==> src/rtl/spi_display_rx.sv <==
// SPI display receiver: decodes an SSD1331-style 4-wire SPI command/pixel stream
// into pixel write strobes with (x, y, RGB332) and a display-on flag.
// Optional column mirror (A0 param bit 1) enabled by SPI_DISPLAY_RX_REMAP_EN.
module spi_display_rx #(
  parameter int unsigned COLS = 96,
  parameter int unsigned ROWS = 64
) (
  input  logic       clk,
  input  logic       resn,
  input  logic       oled_csn,
  input  logic       oled_clk,
  input  logic       oled_mosi,
  input  logic       oled_dc,
  input  logic       oled_resn,
  output logic       px_we,
  output logic [6:0] px_x,
  output logic [5:0] px_y,
  output logic [7:0] px_data,
  output logic       disp_on
);

  localparam logic [1:0] StIdle   = 2'd0;
  localparam logic [1:0] StParam1 = 2'd1;
  localparam logic [1:0] StParam2 = 2'd2;

  localparam logic [6:0] XMax = 7'(COLS - 1);
  localparam logic [5:0] YMax = 6'(ROWS - 1);

  // Synchronizer chains, [1] is the synchronized value
  logic [1:0] csn_sq, sclk_sq, mosi_sq, dc_sq, rstn_sq;
  logic       sclk_prev_q;
  logic       csn_s, mosi_s, dc_s, soft_rst, sclk_rise;

  // Byte assembly
  logic [2:0] bit_cnt_q;
  logic [6:0] shift_q;
  logic       byte_vld_q;
  logic [7:0] byte_q;
  logic       byte_dc_q;

  // Parser and pixel address state
  logic [1:0] state_q, state_d;
  logic [7:0] opcode_q, opcode_d;
  logic [6:0] p1_q, p1_d;
  logic [6:0] col_start_q, col_start_d, col_end_q, col_end_d;
  logic [5:0] row_start_q, row_start_d, row_end_q, row_end_d;
  logic [6:0] x_q, x_d;
  logic [5:0] y_q, y_d;
  logic       disp_on_q, disp_on_d;
  logic       px_we_q, px_we_d;
  logic [6:0] px_x_q, px_x_d;
  logic [5:0] px_y_q, px_y_d;
  logic [7:0] px_data_q, px_data_d;
`ifdef SPI_DISPLAY_RX_REMAP_EN
  logic [7:0] a0_q, a0_d;
`endif

  logic       one_param;
  logic [6:0] clamp_x, end_x, x_out;
  logic [5:0] clamp_y, end_y;

  assign csn_s     = csn_sq[1];
  assign mosi_s    = mosi_sq[1];
  assign dc_s      = dc_sq[1];
  assign soft_rst  = ~rstn_sq[1];
  assign sclk_rise = sclk_sq[1] & ~sclk_prev_q;

  // Two-flop synchronizers plus SCLK history for edge detection
  always_ff @(posedge clk or negedge resn) begin
    if (!resn) begin
      csn_sq      <= 2'b11;
      sclk_sq     <= 2'b11;
      mosi_sq     <= 2'b00;
      dc_sq       <= 2'b00;
      rstn_sq     <= 2'b00;
      sclk_prev_q <= 1'b1;
    end else begin
      csn_sq      <= {csn_sq[0], oled_csn};
      sclk_sq     <= {sclk_sq[0], oled_clk};
      mosi_sq     <= {mosi_sq[0], oled_mosi};
      dc_sq       <= {dc_sq[0], oled_dc};
      rstn_sq     <= {rstn_sq[0], oled_resn};
      sclk_prev_q <= sclk_sq[1];
    end
  end

  // MSB-first shifter; a completed byte is presented for one cycle with its dc bit
  always_ff @(posedge clk or negedge resn) begin
    if (!resn) begin
      bit_cnt_q  <= 3'd0;
      shift_q    <= 7'd0;
      byte_vld_q <= 1'b0;
      byte_q     <= 8'd0;
      byte_dc_q  <= 1'b0;
    end else if (soft_rst) begin
      bit_cnt_q  <= 3'd0;
      shift_q    <= 7'd0;
      byte_vld_q <= 1'b0;
      byte_q     <= 8'd0;
      byte_dc_q  <= 1'b0;
    end else begin
      byte_vld_q <= 1'b0;
      if (csn_s) begin
        bit_cnt_q <= 3'd0;
      end else if (sclk_rise) begin
        shift_q   <= {shift_q[5:0], mosi_s};
        bit_cnt_q <= bit_cnt_q + 3'd1;
        if (bit_cnt_q == 3'd7) begin
          byte_vld_q <= 1'b1;
          byte_q     <= {shift_q, mosi_s};
          byte_dc_q  <= dc_s;
        end
      end
    end
  end

  // Opcodes that consume exactly one parameter byte
  always_comb begin
    one_param = 1'b0;
    case (byte_q)
      8'hA0, 8'hA1, 8'hA2, 8'hA8, 8'hAD, 8'hB0, 8'hB1, 8'hF0, 8'h8A,
      8'h8B, 8'h8C, 8'hBB, 8'h81, 8'h82, 8'h83, 8'hBE, 8'h87: one_param = 1'b1;
      default: one_param = 1'b0;
    endcase
  end

  assign clamp_x = (byte_q > {1'b0, XMax}) ? XMax : byte_q[6:0];
  assign clamp_y = (byte_q > {2'b00, YMax}) ? YMax : byte_q[5:0];
  assign end_x   = (clamp_x < p1_q) ? p1_q : clamp_x;
  assign end_y   = (clamp_y < p1_q[5:0]) ? p1_q[5:0] : clamp_y;

`ifdef SPI_DISPLAY_RX_REMAP_EN
  assign x_out = a0_q[1] ? (XMax - x_q) : x_q;
`else
  assign x_out = x_q;
`endif

  // Command parser and pixel address generator next-state
  always_comb begin
    state_d     = state_q;
    opcode_d    = opcode_q;
    p1_d        = p1_q;
    col_start_d = col_start_q;
    col_end_d   = col_end_q;
    row_start_d = row_start_q;
    row_end_d   = row_end_q;
    x_d         = x_q;
    y_d         = y_q;
    disp_on_d   = disp_on_q;
    px_we_d     = 1'b0;
    px_x_d      = px_x_q;
    px_y_d      = px_y_q;
    px_data_d   = px_data_q;
`ifdef SPI_DISPLAY_RX_REMAP_EN
    a0_d        = a0_q;
`endif
    if (byte_vld_q) begin
      if (byte_dc_q) begin
        // Pixel data always wins; any half-received command is dropped
        state_d   = StIdle;
        px_we_d   = 1'b1;
        px_data_d = byte_q;
        px_x_d    = x_out;
        px_y_d    = y_q;
        if (x_q >= col_end_q) begin
          x_d = col_start_q;
          y_d = (y_q >= row_end_q) ? row_start_q : y_q + 6'd1;
        end else begin
          x_d = x_q + 7'd1;
        end
      end else begin
        case (state_q)
          StIdle: begin
            opcode_d = byte_q;
            if (byte_q == 8'hAE) disp_on_d = 1'b0;
            if (byte_q == 8'hAF) disp_on_d = 1'b1;
            if (byte_q == 8'h15 || byte_q == 8'h75 || one_param) state_d = StParam1;
          end
          StParam1: begin
            if (opcode_q == 8'h15) begin
              p1_d    = clamp_x;
              state_d = StParam2;
            end else if (opcode_q == 8'h75) begin
              p1_d    = {1'b0, clamp_y};
              state_d = StParam2;
            end else begin
`ifdef SPI_DISPLAY_RX_REMAP_EN
              if (opcode_q == 8'hA0) a0_d = byte_q;
`endif
              state_d = StIdle;
            end
          end
          StParam2: begin
            if (opcode_q == 8'h15) begin
              col_start_d = p1_q;
              col_end_d   = end_x;
              x_d         = p1_q;
            end else begin
              row_start_d = p1_q[5:0];
              row_end_d   = end_y;
              y_d         = p1_q[5:0];
            end
            state_d = StIdle;
          end
          default: state_d = StIdle;
        endcase
      end
    end
  end

  // Parser state registers; oled_resn acts as a synchronous clear
  always_ff @(posedge clk or negedge resn) begin
    if (!resn) begin
      state_q     <= StIdle;
      opcode_q    <= 8'd0;
      p1_q        <= 7'd0;
      col_start_q <= 7'd0;
      col_end_q   <= XMax;
      row_start_q <= 6'd0;
      row_end_q   <= YMax;
      x_q         <= 7'd0;
      y_q         <= 6'd0;
      disp_on_q   <= 1'b0;
      px_we_q     <= 1'b0;
      px_x_q      <= 7'd0;
      px_y_q      <= 6'd0;
      px_data_q   <= 8'd0;
`ifdef SPI_DISPLAY_RX_REMAP_EN
      a0_q        <= 8'd0;
`endif
    end else if (soft_rst) begin
      state_q     <= StIdle;
      opcode_q    <= 8'd0;
      p1_q        <= 7'd0;
      col_start_q <= 7'd0;
      col_end_q   <= XMax;
      row_start_q <= 6'd0;
      row_end_q   <= YMax;
      x_q         <= 7'd0;
      y_q         <= 6'd0;
      disp_on_q   <= 1'b0;
      px_we_q     <= 1'b0;
      px_x_q      <= 7'd0;
      px_y_q      <= 6'd0;
      px_data_q   <= 8'd0;
`ifdef SPI_DISPLAY_RX_REMAP_EN
      a0_q        <= 8'd0;
`endif
    end else begin
      state_q     <= state_d;
      opcode_q    <= opcode_d;
      p1_q        <= p1_d;
      col_start_q <= col_start_d;
      col_end_q   <= col_end_d;
      row_start_q <= row_start_d;
      row_end_q   <= row_end_d;
      x_q         <= x_d;
      y_q         <= y_d;
      disp_on_q   <= disp_on_d;
      px_we_q     <= px_we_d;
      px_x_q      <= px_x_d;
      px_y_q      <= px_y_d;
      px_data_q   <= px_data_d;
`ifdef SPI_DISPLAY_RX_REMAP_EN
      a0_q        <= a0_d;
`endif
    end
  end

  assign px_we   = px_we_q;
  assign px_x    = px_x_q;
  assign px_y    = px_y_q;
  assign px_data = px_data_q;
  assign disp_on = disp_on_q;

endmodule
==> config.mk <==
export PLATFORM = sky130hd
export DESIGN_NAME = spi_display_rx
export DESIGN_NICKNAME = d
export VERILOG_FILES = /design/src/rtl/spi_display_rx.sv
export SDC_FILE = /design/constraint.sdc
export NUM_CORES = 1
export LEC_CHECK = 0
export ABC_AREA = 1
export ABC_CLOCK_PERIOD_IN_PS = 2800
export CORE_MARGIN = 5
export CORE_UTILIZATION = 60
export CTS_CLUSTER_SIZE = 14
export DETAILED_ROUTE_END_ITERATION = 7
export PLACE_DENSITY_LB_ADDON = 0.12
export RECOVER_POWER = 50
export SYNTH_ARGS = -nofsm -noshare
export SYNTH_HDL_FRONTEND = slang
export SYNTH_SLANG_ARGS = --single-unit
==> constraint.sdc <==
create_clock -name clk -period 2.8 [get_ports clk]
set_clock_uncertainty 0.15 [all_clocks]
set_input_delay 0.56 -clock clk [delete_from_list [all_inputs] [get_ports clk]]
set_output_delay 0.56 -clock clk [all_outputs]
set_load 0.01 [all_outputs]
==> flow_summary.yaml <==
power:
  p_per_area_nw_per_um2: 409
  switching_share_pct: 23.9
  ir_drop_mv: 0.335
  pwr-share-clk_pct: 35.3
  power.internal_w: 0.00208
  p_leak_nw: 3.32
  combPwrFrac_pct: 5.3
  seqPwrFrac_pct: 59.4
  switching_power_w: 0.000653
  total_power_w: 0.00273
sta:
  period_share_pct: 91.2
  fmax_mhz: 392
  drv_slew: 0
  finalSetupViolations: 0
  grt_setup_unrepaired: "no"
  hold_viol: 0
  slew_headroom_pct: 32.4
  fin_setup_tns_ns: 0
  tightest_slew_ns: 1.01
  min_period_ns: 2.55
worst_setup_path:
  worstSetupPathType: "reg2reg"
  path_cells: "clkbuf_1 > nand2_4 > nand2_4 > nand2_4 > nand2_4 > nor2_1 > nand2_1 > nand2_1"
  cpPeakStageDelay_ns: 0.78
  required_ns: 2.93
  critPathMaxFanout: 23
  cpLargestDelayFamily: "simple AND/OR/NAND/NOR gates"
  critical_path_arrival_ns: 2.69
  cp-end-kind: "flip-flop"
  startpoint_type: "flip-flop"
  crit_buf_inv: 1
  cpMaxStageDelayCell: "clkbuf_1"
  crit_top_cell: "nand2_4"
final_layout:
  area_growth_pct: 8.52
  multi_input_area_um2: 2840
  nFillCells: 873
  fin_nets: 833
  n_antenna_cell: 0
  layout.cells.non_filler: 939
  fin_area_um2: 6680
  register_area_um2: 2770
  layout-drive-gt1-share_pct: 10.1
route:
  drt_iter0_drc: 348
  via_per_inst: 5.41
  wl_per_cell_um: 15.3
  drc_errors: 0
  num_vias: 5080
  drtPass1Iterations: 5
  ant_nets: 0
  drt_wl_total_um: 14400
yosys:
  ys_seq_elements: 110
  synth.distinct_cells: 42
  synth_area_um2: 6150
  ys_warn_count: 0
  yosysSeqAreaShare_pct: 45.1
  synthCells: 771
  avgSynthCellArea_um2: 7.98
  syn_nets: 806
die:
  dieArea_um2: 12400
  core_um2: 10100
  die_w_um: 111
  fp.dieH_um: 111
  placementRows: 37
  io_pins: 30
  start_util_pct: 60.7
cts:
  cts_inserted_buffers: 9
  cts_resized: 0
  clk_pin_slew_ns: 0.09
  clock_sinks: 110
  cts-root-buf: "clkbuf_8"
  cts_tree: "yes"
  cts.hold.buffers_added: 1
  post_cts_buffers: 0
  cts_max_level: 3
  max-clock-path-buffers: 2
  clkLatencyLatePin_ns: 0.39
grt:
  grt_max_degree: 43
  gr-total-overflow: 0
  grt_usage_pct: 24.4
  grt_pass1_wl_um: 24300
  grt_pass1_vias: 4939
  antenna_found_initial: 0
run:
  cap_violations: 0
placement:
  gp_congestion: 0.923
  dp.cells: 922
  io_buffers: 29
  dpl.hpwl_um: 10900
  place_area_um2: 6520
status:
  outcome: "finished, final reports clean"
worst_hold_path:
  hp-class: "reg2reg"
worst paths after layout:
path	from	endpoint	slack [ns]	cells after the start
setup / recovery	rstn_sq[1]	y_q[5]	0.25	8
hold / removal	dc_sq[0]	dc_sq[1]	0.21	0
setup reg to reg	rstn_sq[1]	y_q[5]	0.25	8
hold reg to reg	dc_sq[0]	dc_sq[1]	0.21	0
max in group asynchronous	resn	state_q[1]	0.52	3
min in group asynchronous	resn	px_data[0]	0.72	2
flip-flops by register name, summed over array words and instances (netlist names), 2 cells and up:
name	flops
bit_cnt_q	3
byte_q	8
col_end_q	7
col_start_q	7
csn_sq	2
dc_sq	2
mosi_sq	2
opcode_q	8
p1_q	7
px_data	8
px_x	7
px_y	6
row_end_q	6
row_start_q	6
rstn_sq	2
sclk_sq	2
shift_q	7
state_q	2
x_out	7
y_q	6
layer usage:
metal / global-route usage [%] / routed length [um]
met5: 0 / 0
met4: 8.19 / 248
met3: 3.82 / 588
met2: 41.3 / 7170
met1: 32.1 / 6360
placed cells by master, fill, tap and decap left out, drive strengths merged:
cell           instances
nand2                255
inv                   98
dfrtp                 93
o21ai                 76
nor2                  69
nand3                 65
ha                    28
clkdlybuf4s50         23
dfstp                 17
clkbuf                17
a21oi                 13
nor3                   7
xor2                   6
dlygate4sd3            6
nand4                  5
o31ai                  5
a22o                   4
a21o                   2
nand3b                 2
clkinv                 2
buf                    2
a21boi                 1
a32o                   1
a31oi                  1
o22ai                  1
nor2b                  1
or2                    1
bufinv                 1
clkinvlp               1
logic make-up (layout without fill, tap and decap cells):
kind of cell / count (synthesis) / count (layout) / share of synthesized area [%]
buf+inv: 118 / 150 / 8.50
flops: 110 / 110 / 45.1
fa+ha+maj: 28 / 28 / 5.70
simple gates: 405 / 405 / 30.2
compound gates: 104 / 104 / 9.60
xor+xnor: 6 / 6 / 0.854
cell usage after synthesis (all sizes together):
library cell    n  area, um^2
nand2         255        1050
inv            98         373
dfrtp          93        2330
o21ai          76         403
nor2           69         340
nand3          65         350
ha             28         350
buf            18         141
dfstp          17         447
a21oi          13        65.1
nor3            7        56.3
xor2            6        52.6
nand4           5        31.3
o31ai           5        42.5
a22o            4        35.0
a21o            2        15.0
clkbuf          2        8.75
nand3b          2        15.0
a21boi          1        7.51
a31oi           1        6.26
a32o            1        10.0
nor2b           1        6.26
o22ai           1        6.26
or2             1        6.26
stage by stage:
stage	hold slack (ns)	setup slack, ns	utilization, %
4_1_cts	0.209	0.321	66.3
3_5_place_dp	0.187	0.354	64.3
2_1_floorplan	0.114	0.649	-
3_3_place_gp	0.184	0.482	64.3
6_report	0.208	0.248	65.8
5_1_grt	0.213	0.0105	65.8
power groups by stage:
stage	clock network (W)	logic, W	registers [W]
finish	0.000965	0.000144	0.00162
detailed placement	0	0.000154	0.00165
CTS	0.000982	0.000155	0.00162
global route	0.00106	0.000164	0.00163
global placement	0	0.000150	0.00165
floorplan	0	0.0000968	0.00165
worst register-to-register path: cells and delay by family, from the launching register on:
kind | cells | cell delay, ns
DFF | 1 | 0.47
and+or+nand+nor | 7 | 1.04
buffers and inverters | 1 | 0.78
cell type report:
type | count | share of cell area (%)
Sequential cell | 110 | 41.6
Clock inverter | 4 | 0.712
Timing Repair Buffer | 36 | 4.95
Clock buffer | 12 | 2.17
Tap cell | 136 | 2.55
Inverter | 98 | 5.59
Multi-Input combinational cell | 543 | 42.5
Note: power is estimated with default switching activity, not from simulation.
